### config.mk
export PLATFORM = sky130hd
export DESIGN_NAME = fetch_queue
export DESIGN_NICKNAME = d
export VERILOG_FILES = /design/src/rtl/fetch_pkg.sv /design/src/rtl/fetch_fifo.sv /design/src/rtl/fetch_queue.sv
export SDC_FILE = /design/constraint.sdc
export NUM_CORES = 1
export LEC_CHECK = 0
export BUFFER_PORTS_ARGS = -buffer_cell sky130_fd_sc_hd__buf_4
export CAP_MARGIN = 20
export CELL_PAD_IN_SITES_DETAIL_PLACEMENT = 0
export CELL_PAD_IN_SITES_GLOBAL_PLACEMENT = 2
export CORE_UTILIZATION = 40
export DETAILED_ROUTE_END_ITERATION = 8
export PLACE_DENSITY_LB_ADDON = 0.1
export SYNTH_ARGS = -nofsm -noshare
export SYNTH_HDL_FRONTEND = slang
export SYNTH_SLANG_ARGS = --single-unit
### constraint.sdc
create_clock -name clk -period 15.9 [get_ports clk]
set_clock_uncertainty 0.1 [all_clocks]
set_input_delay 3.18 -clock clk [delete_from_list [all_inputs] [get_ports clk]]
set_output_delay 3.18 -clock clk [all_outputs]
set_load 0.005 [all_outputs]
### src/rtl/fetch_pkg.sv
// Shared types and defaults for the fetch stage.
//   fetch_entry_t : queue entry layout {pc, word} at the default widths
//   redirect_e    : which redirect source (if any) owns the current cycle
//   words_of()    : instruction length in words (1, or 2 with an immediate)
package fetch_pkg;

  localparam int unsigned ADDR_W_DEF     = 32;
  localparam int unsigned INSTR_W_DEF    = 16;
  localparam int unsigned DEPTH_DEF      = 4;
  localparam logic [31:0] RESET_PC_DEF   = '0;
  localparam logic [31:0] INT_VECTOR_DEF = '0;
  localparam int unsigned IMM_BIT_DEF    = 0;

  typedef struct packed {
    logic [ADDR_W_DEF-1:0]  pc;
    logic [INSTR_W_DEF-1:0] word;
  } fetch_entry_t;

  typedef enum logic [1:0] {
    REDIR_NONE,
    REDIR_RESET,
    REDIR_INT,
    REDIR_JUMP
  } redirect_e;

  function automatic logic [1:0] words_of(input logic has_imm);
    return has_imm ? 2'd2 : 2'd1;
  endfunction

endpackage

### src/rtl/fetch_fifo.sv
// Circular prefetch buffer of {pc, word} entries.
//   clk, rst_ni    : clock, synchronous active-low reset
//   flush_i        : drop all entries (wins over push/pop)
//   push_i         : append one entry
//   push_pc_i/push_word_i : entry being appended
//   pop_cnt_i      : entries removed this cycle (0, 1 or 2)
//   head_pc_o/head_word_o : entry at the read pointer
//   nxt_word_o     : word of the entry after the head (wraps mod DEPTH)
//   count_o        : occupied entries
module fetch_fifo #(
  parameter  int unsigned ADDR_W  = 32,
  parameter  int unsigned INSTR_W = 16,
  parameter  int unsigned DEPTH   = 4,
  localparam int unsigned PTR_W   = $clog2(DEPTH),
  localparam int unsigned CNT_W   = PTR_W + 1
) (
  input  logic               clk,
  input  logic               rst_ni,
  input  logic               flush_i,
  input  logic               push_i,
  input  logic [ADDR_W-1:0]  push_pc_i,
  input  logic [INSTR_W-1:0] push_word_i,
  input  logic [1:0]         pop_cnt_i,
  output logic [ADDR_W-1:0]  head_pc_o,
  output logic [INSTR_W-1:0] head_word_o,
  output logic [INSTR_W-1:0] nxt_word_o,
  output logic [CNT_W-1:0]   count_o
);

  logic [ADDR_W-1:0]  pc_mem_q   [DEPTH];
  logic [INSTR_W-1:0] word_mem_q [DEPTH];
  logic [PTR_W-1:0]   rd_ptr_q, rd_ptr_d, wr_ptr_q, wr_ptr_d, rd_nxt;
  logic [CNT_W-1:0]   count_q, count_d;

  // DEPTH is a power of two, so pointer arithmetic wraps for free.
  always_comb begin
    rd_ptr_d = rd_ptr_q + PTR_W'(pop_cnt_i);
    wr_ptr_d = wr_ptr_q + PTR_W'(push_i);
    count_d  = count_q + CNT_W'(push_i) - CNT_W'(pop_cnt_i);
    if (flush_i) begin
      rd_ptr_d = '0;
      wr_ptr_d = '0;
      count_d  = '0;
    end
  end

  always_ff @(posedge clk) begin
    if (!rst_ni) begin
      rd_ptr_q <= '0;
      wr_ptr_q <= '0;
      count_q  <= '0;
    end else begin
      rd_ptr_q <= rd_ptr_d;
      wr_ptr_q <= wr_ptr_d;
      count_q  <= count_d;
    end
  end

  always_ff @(posedge clk) begin
    if (push_i && !flush_i) begin
      pc_mem_q[wr_ptr_q]   <= push_pc_i;
      word_mem_q[wr_ptr_q] <= push_word_i;
    end
  end

  assign rd_nxt      = rd_ptr_q + PTR_W'(1);
  assign head_pc_o   = pc_mem_q[rd_ptr_q];
  assign head_word_o = word_mem_q[rd_ptr_q];
  assign nxt_word_o  = word_mem_q[rd_nxt];
  assign count_o     = count_q;

endmodule

### src/rtl/fetch_queue.sv
// Fetch stage: PC generation, registered instruction-memory requests and a
// DEPTH-entry prefetch queue that pairs opcode words with their immediate
// before handing bundles to decode over valid/ready.
//   clk, rst                 : clock, synchronous active-low reset
//   jump_valid, jump_target  : branch redirect
//   int_valid                : interrupt redirect to INT_VECTOR (beats jump)
//   imem_req, imem_addr      : memory read request, address = fetch PC
//   imem_rdata               : read data, one cycle after imem_req
//   out_valid, out_ready     : decode handshake
//   out_instr, out_imm, out_has_imm, out_pc, out_next_pc : decode bundle
module fetch_queue
  import fetch_pkg::*;
#(
  parameter int unsigned       ADDR_W     = ADDR_W_DEF,
  parameter int unsigned       INSTR_W    = INSTR_W_DEF,
  parameter int unsigned       DEPTH      = DEPTH_DEF,
  parameter logic [ADDR_W-1:0] RESET_PC   = ADDR_W'(RESET_PC_DEF),
  parameter logic [ADDR_W-1:0] INT_VECTOR = ADDR_W'(INT_VECTOR_DEF),
  parameter int unsigned       IMM_BIT    = IMM_BIT_DEF
) (
  input  logic               clk,
  input  logic               rst,
  input  logic               jump_valid,
  input  logic [ADDR_W-1:0]  jump_target,
  input  logic               int_valid,
  output logic               imem_req,
  output logic [ADDR_W-1:0]  imem_addr,
  input  logic [INSTR_W-1:0] imem_rdata,
  output logic               out_valid,
  input  logic               out_ready,
  output logic [INSTR_W-1:0] out_instr,
  output logic [INSTR_W-1:0] out_imm,
  output logic               out_has_imm,
  output logic [ADDR_W-1:0]  out_pc,
  output logic [ADDR_W-1:0]  out_next_pc
);

  localparam int unsigned CNT_W = $clog2(DEPTH) + 1;

  logic [ADDR_W-1:0]  fetch_pc_q, fetch_pc_d, tag_q, tag_d, redir_pc;
  logic               inflight_q, inflight_d;
  redirect_e          redir;
  logic               flush, push, req, fire, has_imm;
  logic [1:0]         pop_cnt;
  logic [CNT_W-1:0]   count, occ;
  logic [ADDR_W-1:0]  head_pc;
  logic [INSTR_W-1:0] head_word, nxt_word;

  always_comb begin
    redir    = REDIR_NONE;
    redir_pc = fetch_pc_q;
    if (!rst) begin
      redir    = REDIR_RESET;
      redir_pc = RESET_PC;
    end else if (int_valid) begin
      redir    = REDIR_INT;
      redir_pc = INT_VECTOR;
    end else if (jump_valid) begin
      redir    = REDIR_JUMP;
      redir_pc = jump_target;
    end
  end

  // Reset clears the queue through the FIFO's own reset; flush covers the rest.
  assign flush = (redir == REDIR_INT) || (redir == REDIR_JUMP);
  // A response arriving in a redirect cycle belongs to the old stream.
  assign push  = inflight_q && (redir == REDIR_NONE);
  // Counting the in-flight word reserves its slot before it lands.
  assign occ   = count + CNT_W'(inflight_q);
  assign req   = (redir == REDIR_NONE) && (occ < CNT_W'(DEPTH));

  always_comb begin
    fetch_pc_d = fetch_pc_q;
    inflight_d = 1'b0;
    tag_d      = tag_q;
    if (redir != REDIR_NONE) begin
      fetch_pc_d = redir_pc;
    end else if (req) begin
      fetch_pc_d = fetch_pc_q + ADDR_W'(1);
      inflight_d = 1'b1;
      tag_d      = fetch_pc_q;
    end
  end

  always_ff @(posedge clk) begin
    if (!rst) begin
      fetch_pc_q <= RESET_PC;
      inflight_q <= 1'b0;
      tag_q      <= '0;
    end else begin
      fetch_pc_q <= fetch_pc_d;
      inflight_q <= inflight_d;
      tag_q      <= tag_d;
    end
  end

  fetch_fifo #(
    .ADDR_W  (ADDR_W),
    .INSTR_W (INSTR_W),
    .DEPTH   (DEPTH)
  ) u_fifo (
    .clk         (clk),
    .rst_ni      (rst),
    .flush_i     (flush),
    .push_i      (push),
    .push_pc_i   (tag_q),
    .push_word_i (imem_rdata),
    .pop_cnt_i   (pop_cnt),
    .head_pc_o   (head_pc),
    .head_word_o (head_word),
    .nxt_word_o  (nxt_word),
    .count_o     (count)
  );

  // A two-word head is held back until its immediate is also queued.
  assign has_imm     = head_word[IMM_BIT];
  assign out_valid   = rst && (has_imm ? (count >= CNT_W'(2)) : (count >= CNT_W'(1)));
  assign fire        = out_valid && out_ready;
  assign pop_cnt     = fire ? words_of(has_imm) : 2'd0;

  assign imem_req    = req;
  assign imem_addr   = fetch_pc_q;
  assign out_instr   = head_word;
  assign out_has_imm = has_imm;
  assign out_imm     = has_imm ? nxt_word : '0;
  assign out_pc      = head_pc;
  assign out_next_pc = head_pc + ADDR_W'(words_of(has_imm));

endmodule
### Word-level counts from Yosys, hierarchy flattened

Memories as Yosys holds them, arrays and structs flattened. A register that Yosys moved wholly into a read port is not among the register bits.
Cells that the tools add are included.

| storage, ports and cells | value |
|---|---|
| memories kept | 2 |
| register bits | 72 |
| bits in writable memories | 192 |
| word-level logic and storage cells | 54 |
| output and inout bits | 131 |
| bits of input ports | 53 |

| operators by class | value |
|---|---|
| equality and inequality tests | 3 |
| reduce and logical (&&, ||, !) cells | 14 |
| order comparisons | 3 |
| multiplexer cells | 16 |
| bitwise operators | 2 |
| $add $sub $neg | 8 |

Memory list:

| memory | depth | width | read ports | clocked after memory_dff | write ports | RTL line | RTL |
|---|---|---|---|---|---|---|---|
| u_fifo.pc_mem_q | 4 | 32 | 1 | 1 | 1 | fetch_fifo.sv:30 | `logic [ADDR_W-1:0] pc_mem_q [DEPTH];` |
| u_fifo.word_mem_q | 4 | 16 | 2 | 1 | 1 | fetch_fifo.sv:31 | `logic [INSTR_W-1:0] word_mem_q [DEPTH];` |

Operators with widths:

| operator | number |
|---|---|
| $mux W32 | 4 |
| $add A32 B1 Y32 const B | 1 |
| $add A32 B2 Y32 | 1 |
| $mux W16 | 1 |
| $mux W2 | 7 |
| $add A3 B1 Y3 | 2 |
| $logic_and A1 B1 Y1 | 5 |
| $eq A2 B2 Y1 const B | 2 |
| $mux W1 | 4 |
| $reduce_and A2 Y1 | 2 |
| $reduce_bool A2 Y1 | 2 |
| $reduce_or A2 Y1 | 2 |
| $ge A3 B1 Y1 const B | 1 |
| $ge A3 B2 Y1 const B | 1 |
| $lt A3 B3 Y1 const B | 1 |
| $ne A3 B3 Y1 const B | 1 |
| $sub A3 B2 Y3 | 1 |
| $add A2 B1 Y2 | 1 |
| $add A2 B1 Y2 const B | 1 |
| $add A2 B2 Y2 | 1 |
| $logic_not A2 Y1 | 1 |
| $not A1 Y1 | 2 |
| $logic_not A1 Y1 | 1 |
| $logic_or A1 B1 Y1 | 1 |

### Logic depth before layout (Yosys ltp)

Gate-level depths: netlist of the first run.

| logic depth | value |
|---|---|
| depth in word-level cells | 9 |
| depth in mapped cells | 17 |
| depth with buffers taken out | 14 |

### Modules after synthesis

From an unflattened synthesis of the first run, not the netlist that was laid out.

| second synthesis, totals | value |
|---|---|
| cell total of the unflattened synthesis | 843 |
| area total of the unflattened synthesis | 11,727.5 um^2 |

Modules (own cells, without submodules):

| module | times used | seq. area each (um^2) | area an instance (um^2) | cells each |
|---|---|---|---|---|
| fetch_fifo | 1 | 5,905.7 | 7,762.4 | 303 |
| fetch_queue | 1 | 1,301.2 | 3,965.1 | 540 |

### Worst setup path after synthesis of the first run

No wires, ideal clock.

| path | value |
|---|---|
| path kind | input -> register |
| start point | in rst |
| end point | mem u_fifo.pc_mem_q[1][0], enable pin |
| arrival time | 7.515 ns |
| stages | 5 |
| data required time | 15.277 ns |
| path buffers | 1 |
| setup slack | 7.762 ns |
| setup time | 0.523 ns |
| path through | buf_2 -> nand2b_1 -> nor2_1 -> nand2_1 -> nor3b_1 |

| on the way | value |
|---|---|
| longest elaborated chain between the ends | 7 |
| elaborated cells between the ends (all ways) | 10 |
| classes of those cells | eq/ne (2); mux (3); reduce/logical (5) |

RTL lines:

| item | RTL line | RTL |
|---|---|---|
| start, declared | fetch_queue.sv:22 | `input logic rst,` |
| $mux W2 (*) | fetch_queue.sv:52 | `if (!rst) begin` |
| $eq A2 B2 Y1 | fetch_queue.sv:65 | `assign flush = (redir == REDIR_INT) \|\| (redir == REDIR_JUMP);` |
| $logic_or A1 B1 Y1 | fetch_queue.sv:65 |  |
| $logic_not A1 Y1 | fetch_fifo.sv:60 | `if (push_i && !flush_i) begin` |
| $logic_and A1 B1 Y1 (*) | fetch_fifo.sv:60 |  |
| $mux W1 (*) | fetch_fifo.sv:60 |  |
| $mux W1 (not written as such) (*) | fetch_fifo.sv:61 | `pc_mem_q[wr_ptr_q] <= push_pc_i;` |
| end, declared | fetch_fifo.sv:30 |  |

Mark *: on every way between the ends. The rest lies on a longest branch, timed or not.

### Worst setup path in the final report of the first run

| path | value |
|---|---|
| start point | in rst |
| end point | out imem_req |

| on the way | value |
|---|---|
| longest elaborated chain between the ends | 3 |

RTL lines:

| item | RTL line | RTL |
|---|---|---|
| $mux W2 | fetch_queue.sv:52 |  |
| $logic_not A2 Y1 | fetch_queue.sv:70 | `assign req = (redir == REDIR_NONE) && (occ < CNT_W'(DEPTH));` |
| $logic_and A1 B1 Y1 | fetch_queue.sv:70 |  |
| end, declared | fetch_queue.sv:26 | `output logic imem_req,` |

No other way between the ends.

==> metrics.md, run 1 <==
| Metric | Value |
|---|---|
| Type of the most critical hold path | `reg -> reg` |
| FF-to-FF Start | `u_fifo.rd_ptr_q[0]` |
| Max incr delay on CP | `0.76 ns` |
| Gr usage total | `0.189` |
| Synth area leader | `edfxtp_1` |
| Post-CTS Resized | `0` |
| Initial Utilization | `0.408` |
| Row count | `just over 60` |
| Layout net count | `1093` |
| Die width | `between 150 and 200 um` |
| LEAKAGE | `roughly 0.0053 uW` |
| Top delay family on crit path | `buffers and inverters` |
| Synthesized area per cell | `13.6 sq um` |
| Setup TNS | `0 ns` |
| Share of the synthesized area in the top cell type | `0.493` |
| Vias in the first global route | `7662` |
| Crit Path Category | `in -> out` |
| Die outline height | `173 um` |
| Min-delay src | `tag_q[12]` |
| DRT iter0 DRCs | `~470` |
| DR pass1 iterations | `5` |
| Root Buffer | `clkbuf_16` |
| Hold Violations, Final | `0` |
| Worst setup margin | `about 7.5 ns` |
| Post-synth top cells | `192 x edfxtp_1, 118 x nand2_1, 72 x dfxtp_1, 63 x a21oi_1, 54 x mux4_2` |
| R2R depth | `13` |
| Number of synthesized flops with an enable pin | `192` |
| CP Cell Sequence | `buf_4 > nand2b_1 > nor2_2 > nand2_1 > buf_4 > inv_1 > buf_4` |
| Post-DR vias/cell | `5.31` |
| RR Endpoint | `u_fifo.count_o[2]` |
| # IOs | `roughly 180` |
| Syn-to-layout area delta | `23.5%` |
| Cts hold-fix bufs | `0` |
| Relative slew margins | `0.335` |
| Setup Slack @ Placement | `7.48 ns` |
| Max-cap violations | `0` |
| CP Depth | `7` |
| DP HPWL | `18.9 mm` |
| Req. time, crit path | `12.62 ns` |
| Post-synthesis cell type count | `61` |
| Setup Buffers After CTS | `0` |
| DRC violations left | `0` |
| Worst path buffer plus inverter count | `4` |
| Worst skew pair latency | `0.53 ns` |
| Final wirelength | `28.6 mm` |
| Largest net degree at the start of global routing | `between 50 and 60` |
| Die area | `29900 sq um` |
| Mapped Area | `11700 sq um` |
| Synth Instances | `861` |
| CP Launch Type | `primary input` |
| Final setup fails | `0` |
| Largest cells by area after synthesis | `edfxtp_1 49%, dfxtp_1 12%, mux4_2 10%, nand2_1 3.8%, a21oi_1 2.7%` |
| Most frequent cell after synthesis | `edfxtp_1` |
| Final Cycle Share | `0.527` |
| Arr. time, crit path | `between 5 and 6 ns` |
| Core area | `~29000 sq um` |
| Share of layout cells above drive strength 1 | `0.301` |
| VDD IR-drop max | `0.0550 mV` |
| H-tree depth | `1` |
| Sequential cell area fraction in the yosys report | `0.616` |
| Worst Tran Pin Value | `0.996 ns` |
| Async SR Flop Fraction | `0` |
| Max frequency | `119 MHz` |
| Cts bufs inserted | `28` |
| ANT nets after route | `0` |
| Fin crit period | `8.38 ns` |
| Synth Register Bits | `roughly 260` |
| Worst-path fanout max | `35` |
| Overall via count from detail_route | `between 7000 and 8000` |
| Top FF cell, synth | `edfxtp_1` |
| Antenna Cells | `0` |
| Worst hold stages | `2` |
| Routability congestion estimate from global placement | `0.765` |
| RSZ-0062 raised after global routing | `no` |
| Critical path's slowest cell | `inv_1` |
| TritonCTS clock tree | `yes` |
| Initial antenna violation count | `0` |
| FF-to-FF setup slack | `11.09 ns` |
| Routed WL per cell | `19.9 um` |
| Power density over cell area | `between 100 and 150 nW/um^2` |
| First-pass GRT wire length | `44.2 mm` |
| Critical Path End Type | `primary output` |
| Clock sink count | `264` |
| Min-Delay Endpoint | `tag_q[12]` |
| Fin. max-slew vios | `0` |
| Synth Net Count | `922` |
| Clock Pin Slew Worst Setup and Hold Paths | `approximately 0.06 ns` |
| Total congestion overflow | `0` |
| IO Port Bufs | `183` |
| Status | `finished clean` |
| CP dominant cell by count | `buf_4` |
| Ys Warns | `0` |
| Bufs on Longest Clock Path | `3` |
[registers in the layout, summed over array words and instances (netlist names)]
| register | cells |
|---|---|
| imem_addr | 32 |
| u_fifo.wr_ptr_q | 2 |
| u_fifo.word_mem_q | 64 |
| inflight_q | 1 |
| tag_q | 32 |
| u_fifo.count_o | 3 |
| u_fifo.pc_mem_q | 128 |
| u_fifo.rd_ptr_q | 2 |
[metrics by stage]
stage	std cells	total power [uW]	util	hold slack [ns]	instance area, sq um
6_report	1438	1510	0.503	0.393	14400
5_1_grt	1438	1560	0.503	0.416	14400
4_1_cts	1437	1530	0.503	0.396	14400
3_5_place_dp	1385	815	0.466	0.388	13400
3_3_place_gp	1385	815	0.466	0.384	13400
2_1_floorplan	861	783	-	0.360	11700
[power breakdown]
| group | switching, uW | total, uW | internal [uW] |
|---|---|---|---|
| logic | 26.6 | 50.6 | 24.0 |
| registers | 11.0 | 749 | 739 |
| clock network | 259 | 714 | 454 |
| total | 297 | 1510 | 1220 |
[worst max-delay path by stage]
stage                            end  slack, ns  startpoint
5_1_grt                     imem_req       7.30         rst
6_report                    imem_req       7.52         rst
3_5_place_dp                imem_req       7.48         rst
3_3_place_gp                imem_req       7.56         rst
4_1_cts                     imem_req       7.48         rst
2_1_floorplan  u_fifo.pc_mem_q[1][0]       7.76         rst
[cell families (layout without fill, tap and decap cells)]
family	Yosys count	in the layout	synth area share
compound gates	132	132	0.0695
xor+xnor	42	42	0.0314
fa+ha+maj	8	8	0.00984
buf+inv	72	265	0.0303
flops	264	264	0.616
mux	65	65	0.125
simple gates	278	278	0.118
[cell type report]
cell class | count | area [sq um]
clock buffer | 38 | 810
multi-input combinational | 525 | 4170
sequential | 264 | 7210
inverter | 18 | 67.6
clock inverter | 14 | 236
tap | 384 | 480
fill | 2557 | 14300
timing repair buffer | 195 | 1470
[worst min-delay path, stage by stage (launching register included)]
cell     delay (ns)
dfxtp_1        0.33
nand2_1        0.06
a21oi_1        0.05
[layout by cell type (no fill, tap or decap), types with 5 or more instances in the layout]
cell type  netlist  final
nand2_1        118    118
mux4_1           8      8
inv_1           17     17
buf_4            3    194
bufinv_16        0      6
clkbuf_16        0     29
nor2_1          38     37
and2_1          25     25
a221oi_1         5      5
nand3b_1         5      5
nor3_1          15     14
o21ai_0         23     23
mux4_2          54     54
and4_1           7      7
ha_1             6      6
xor2_1          16     16
and3_1           9      8
edfxtp_1       192    192
xnor2_1         26     26
nand3_1         24     24
a21oi_1         63     63
nand4_1         14     14
dfxtp_1         72     70
clkbuf_8         0      5
[per-layer routing]
layer	global-route usage	up-vias	wire length, um
li1	-	3616	-
met1	0.266	3790	13300
met2	0.311	203	13600
met3	0.0284	30	1290
met4	0.0391	0	349
met5	0	-	0
Note: power is estimated with default switching activity, not from simulation.
==> inputs of run 2 (changes only) <==
ABC_AREA = 1   (was unset)
CORE_UTILIZATION = 31   (was 40)
clock period = 7.3 ns   (was 15.9 ns; I/O delays follow)
==> metrics.md, run 2 <==
| Metric | Value |
|---|---|
| Status | `finished clean` |
| Final Cycle Share | `0.767` |
| Share of layout cells above drive strength 1 | `0.159` |
| Fin crit period | `~5.6 ns` |
| Req. time, crit path | `5.74 ns` |
| Mux cell area share after synthesis | `0` |
| Most frequent cells in the layout | `539 x nand2_1, 196 x buf_4, 192 x edfxtp_1` |
| Cts hold-fix bufs | `0` |
| Max incr delay on CP | `0.90 ns` |
| CP Launch Type | `register` |
| Non-filler cells, final | `2362` |
| DP HPWL | `29.6 mm` |
| Clock sink count | `264` |
| Commonest non-fill, non-tap cell in the layout | `nand2_1` |
| Cts bufs inserted | `29` |
| Arr. time, crit path | `4.04 ns` |
| Routability congestion estimate from global placement | `0.839` |
| Synth Instances | `about 1600` |
| Max-cap violations | `0` |
| Gr usage total | `0.191` |
| XOR/XNOR Fraction of Synth Area | `0.0183` |
| DRC violations left | `0` |
| Antenna Cells | `0` |
| Top FF cell, synth | `edfxtp_1` |
| CP Cell Sequence | `inv_8 > nand2_1 > nand3_1 > nand2_1 > clkinv_1 > buf_4 > fa_1 > nand3_1 > nor2_2 > nand2_1 > xor2_1 > buf_4` |
| IO Port Bufs | `approximately 180` |
| Synth area leader | `edfxtp_1` |
| Crit Path Category | `reg -> out` |
| Setup Slack @ Placement | `2.22 ns` |
| VDD IR-drop max | `0.158 mV` |
| Worst Tran Pin Value | `1.04 ns` |
| Setup TNS | `0 ns` |
| Sequential cell area fraction in the yosys report | `0.537` |
| Clock Pin Slew Worst Setup and Hold Paths | `approximately 0.060 ns` |
| Synthesized area per cell | `8.31 sq um` |
| Initial antenna violation count | `0` |
| Fillers | `4318` |
| Placed cells | `2308` |
| Hold Violations, Final | `0` |
| Overall via count from detail_route | `between 10000 and 15000` |
| Layout net count | `between 1500 and 2000` |
| Worst-path fanout max | `83` |
| DR pass1 iterations | `4` |
| RSZ-0062 raised after global routing | `no` |
| Mapped Area | `between 10000 and 15000 sq um` |
| Die area | `44100 sq um` |
| Largest regs | `u_fifo.pc_mem_q: 128 flops, u_fifo.word_mem_q: 64 flops` |
| Post-CTS Resized | `0` |
| Final wirelength | `42.1 mm` |
| Post-synthesis cell type count | `41` |
| Initial Utilization | `0.317` |
| Max reg flops | `128` |
| Largest net degree at the start of global routing | `between 80 and 90` |
| Async SR Flop Fraction | `0` |
| Final setup fails | `0` |
| H-tree depth | `1` |
| Worst setup margin | `about 1.7 ns` |
| LEAKAGE | `0.00668 uW` |
| Total congestion overflow | `0` |
| Largest family of logic cells by synthesized area | `simple AND/OR/NAND/NOR gates` |
| Syn-to-layout area delta | `21.1%` |
| Die width | `210 um` |
| Synth Net Count | `about 1700` |
| Post-Synth Adder-Cell Area | `0.00858` |
| CP dominant cell by count | `nand2_1` |
| Die outline height | `about 210 um` |
| First-pass GRT wire length | `64.4 mm` |
| Critical path's slowest cell | `dfxtp_4` |
| Worst path buffer plus inverter count | `4` |
| Routed WL per cell | `17.8 um` |
| Area occupied by multi-input gates | `5360 sq um` |
| Root Buffer | `clkbuf_16` |
| Largest cells by area after synthesis | `edfxtp_1 43%, nand2_1 15%, dfxtp_1 11%, nand3_1 5.5%, nor2_1 3.9%` |
| Setup Buffers After CTS | `0` |
| DRT iter0 DRCs | `662` |
| Type of the most critical hold path | `reg -> reg` |
| Post-DR vias/cell | `about 4.7` |
| Worst skew pair latency | `0.56 ns` |
| Number of synthesized flops with an enable pin | `192` |
| Core area | `42300 sq um` |
| Hold_ws | `0.395 ns` |
| # IOs | `184` |
| Critical Path End Type | `primary output` |
| Simple-Gate Fraction of Synth Area | `0.279` |
| Row count | `between 70 and 80` |
| Vias in the first global route | `10700` |
| Synth Area in Compound Gates | `0.0924` |
| TritonCTS clock tree | `yes` |
| Share of the synthesized area in the top cell type | `0.430` |
| Post-synth top cells | `539 x nand2_1, 192 x edfxtp_1, 148 x nand3_1, 140 x nor2_1, 113 x inv_1` |
| Reg with most FFs | `u_fifo.pc_mem_q` |
| Most frequent cell after synthesis | `nand2_1` |
| Synth Register Bits | `roughly 260` |
| Ys Warns | `0` |
| Bufs on Longest Clock Path | `3` |
| Power density over cell area | `207 nW/um^2` |
| FF+latch area | `7210 sq um` |
| Top delay family on crit path | `simple AND/OR/NAND/NOR gates` |
| Fin. max-slew vios | `0` |
| Relative slew margins | `0.306` |
| ANT nets after route | `0` |
| Max frequency | `179 MHz` |
run 2: per-layer routing:
layer  global-route usage  share of wire
met5                    0              0
met4               0.0566          0.023
met3               0.0204          0.040
met2                0.313           0.46
met1                0.267           0.47
run 2: path summary, 6_finish.rpt:
kind	slack, ns	to	cells after the start	start
min	0.40	u_fifo.count_o[2]	1	u_fifo.count_o[2]
min reg2reg	0.40	u_fifo.count_o[2]	1	u_fifo.count_o[2]
max	1.70	out_next_pc[16]	12	u_fifo.rd_ptr_q[0]
max reg2reg	3.79	u_fifo.count_o[2]	13	u_fifo.rd_ptr_q[0]
run 2: kinds of logic (layout without fill, tap and decap cells):
kind of cell,after synthesis,in the layout
buffers and inverters,198,369
xor gates and xnor gates,28,28
and+or+nand+nor,894,894
DFF,264,264
AOI/OAI and AO/OA,222,222
adders and majority gates,8,8
run 2: report_power, final:
group / leakage [uW] / internal, uW / switching (uW)
combinational: 0.00366 / 58.5 / 76.0
sequential: 0.00252 / 1620 / 35.7
clock: 0.000500 / 973 / 598
total: 0.00668 / 2650 / 710
run 2: per-stage QoR:
stage / cell area, sq um / util / total power (uW)
6_report: 16200 / 0.384 / 3360
5_1_grt: 16200 / 0.384 / 3480
4_1_cts: 16200 / 0.384 / 3400
3_5_place_dp: 15200 / 0.360 / 1830
3_3_place_gp: 15200 / 0.360 / 1820
2_1_floorplan: 13400 / - / 1740
run 2: cell type report:
type,count,share of cell area
clock inverter,22,0.0178
sequential,264,0.444
tap,577,0.0444
clock buffer,32,0.0454
timing repair buffer,196,0.0906
inverter,119,0.0280
multi-input combinational,1152,0.330
==> inputs of run 3 (changes only) <==
CORE_UTILIZATION = 35   (was 31)
clock period = 5.8 ns   (was 7.3 ns; I/O delays follow)
==> metrics.md, run 3 (synthesis gave the netlist of run 2 again) <==
| Metric | Value |
|---|---|
| Max frequency | `between 150 and 200 MHz` |
| Gr usage total | `0.211` |
| LEAKAGE | `0.00667 uW` |
| CP Cell Sequence | `buf_4 > o21ai_0 > o22ai_1 > ha_1 > a21oi_1 > nor2_2 > nand3_2 > nor2_4 > nand3_1 > nand2_1 > nand2_1 > buf_4` |
| Die area | `39100 sq um` |
| Post-CTS Resized | `0` |
| Clock sink count | `approximately 260` |
| Wl on met1 | `19.4 mm` |
| Layout net count | `approximately 1800` |
| DR pass1 iterations | `6` |
| Worst path buffer plus inverter count | `2` |
| Crit Path Category | `reg -> out` |
| FF-to-FF Start | `u_fifo.rd_ptr_q[0]` |
| Row count | `71` |
| H-tree depth | `1` |
| Max reg flops | `128` |
| Commonest non-fill, non-tap cell in the layout | `nand2_1` |
| Vias in the first global route | `10900` |
| Largest regs | `u_fifo.pc_mem_q: 128 flops, u_fifo.word_mem_q: 64 flops` |
| VDD IR-drop max | `0.205 mV` |
| Clock Pin Slew Worst Setup and Hold Paths | `0.06 ns` |
| Antenna Cells | `0` |
| # IOs | `184` |
| Die width | `198 um` |
| CP Launch Type | `register` |
| Total congestion overflow | `0` |
| Post-DR vias/cell | `4.91` |
| Arr. time, crit path | `4.02 ns` |
| Root Buffer | `clkbuf_16` |
| Metal2 WL | `19.1 mm` |
| Fin. max-slew vios | `0` |
| Most frequent cells in the layout | `539 x nand2_1, 193 x buf_4, 192 x edfxtp_1` |
| Reg with most FFs | `u_fifo.pc_mem_q` |
| Final instance area | `16100 sq um` |
| Critical path's slowest cell | `buf_4` |
| Cts bufs inserted | `29` |
| Routability congestion estimate from global placement | `around 0.87` |
| Final setup fails | `0` |
| RSZ-0062 raised after global routing | `no` |
| Hold_ws | `0.403 ns` |
| Worst hold stages | `0` |
| Critical Path End Type | `primary output` |
| Power density over cell area | `259 nW/um^2` |
| RR Endpoint | `u_fifo.count_o[2]` |
| FF+latch area | `7210 sq um` |
| Req. time, crit path | `4.54 ns` |
| DP HPWL | `27.8 mm` |
| Min-Delay Endpoint | `u_fifo.pc_mem_q[3][27]` |
| Top delay family on crit path | `simple AND/OR/NAND/NOR gates` |
| Max incr delay on CP | `between 0.7 and 0.8 ns` |
| Worst Tran Pin Value | `1.00 ns` |
| Initial antenna violation count | `0` |
| DRC violations left | `0` |
| Cts hold-fix bufs | `0` |
| IO Port Bufs | `183` |
| Die outline height | `198 um` |
| Status | `finished clean` |
| Min-delay src | `tag_q[27]` |
| Met3 WL | `1.59 mm` |
| FF-to-FF setup slack | `2.17 ns` |
| R2R depth | `13` |
| DRT iter0 DRCs | `651` |
| Type of the most critical hold path | `reg -> reg` |
| Top sig layer | `met4` |
| Placed instance area | `15100 sq um` |
| Initial Utilization | `0.356` |
| Fillers | `3864` |
| Worst setup margin | `about 0.52 ns` |
| Setup Slack @ Placement | `1.07 ns` |
| Setup Buffers After CTS | `0` |
| Worst skew pair latency | `0.55 ns` |
| Routed WL per cell | `roughly 18 um` |
| Syn-to-layout area delta | `20.4%` |
| Overall via count from detail_route | `11300` |
| ANT nets after route | `0` |
| TritonCTS clock tree | `yes` |
| Largest net degree at the start of global routing | `between 100 and 150` |
| Relative slew margins | `0.332` |
| Setup TNS | `0 ns` |
| Max-cap violations | `0` |
| Hold Violations, Final | `0` |
| Final wirelength | `41.0 mm` |
| Fin crit period | `roughly 5.3 ns` |
| Bufs on Longest Clock Path | `3` |
| Core area | `approximately 38000 sq um` |
| Final Cycle Share | `0.910` |
| First-pass GRT wire length | `63.0 mm` |
| Worst-path fanout max | `75` |
| Area occupied by multi-input gates | `between 5000 and 6000 sq um` |
| Share of layout cells above drive strength 1 | `0.159` |
## run 3: cell types whose count changed in the layout (fill, tap and decap cells not counted), sizes merged
cell / change
buf: -2
clkbuf: +3
bufinv: -2
clkinvlp: +1
inv: -1
clkinv: -1
## run 3: final cells by class
type                       count  share of cell area
tap                          511              0.0396
clock buffer                  35              0.0482
inverter                     119              0.0281
sequential                   264               0.447
clock inverter                19              0.0143
timing repair buffer         194              0.0910
multi-input combinational   1152               0.332
## run 3: worst max path at each step
stage | end | slack (ns) | cells past startpoint | start
floorplan | u_fifo.pc_mem_q[0][0] | 0.06 | 6 | jump_valid
global placement | out_next_pc[25] | 1.19 | 12 | u_fifo.rd_ptr_q[0]
detailed placement | out_next_pc[25] | 1.07 | 12 | u_fifo.rd_ptr_q[0]
CTS | out_next_pc[25] | 0.47 | 12 | u_fifo.rd_ptr_q[0]
global route | out_next_pc[25] | 0.18 | 12 | u_fifo.rd_ptr_q[0]
finish | out_next_pc[25] | 0.52 | 12 | u_fifo.rd_ptr_q[0]
## run 3: per-layer routing
layer  GRT usage  up-vias
met1       0.290     5283
met4      0.0514        0
li1            -     5691
met2       0.352      241
met5           0        -
met3      0.0247       58
## run 3: metrics by stage
stage | utilization | total power [uW] | std cells
floorplan | - | 2190 | 1614
global placement | 0.402 | 2290 | 2240
detailed placement | 0.402 | 2290 | 2240
CTS | 0.429 | 4220 | 2294
global route | 0.429 | 4320 | 2294
finish | 0.429 | 4170 | 2294
## run 3: where the power goes
part	total, uW	internal, uW	switching [uW]
Combinational	166	73.6	92.9
Clock	1920	1180	749
Sequential	2080	2040	43.0
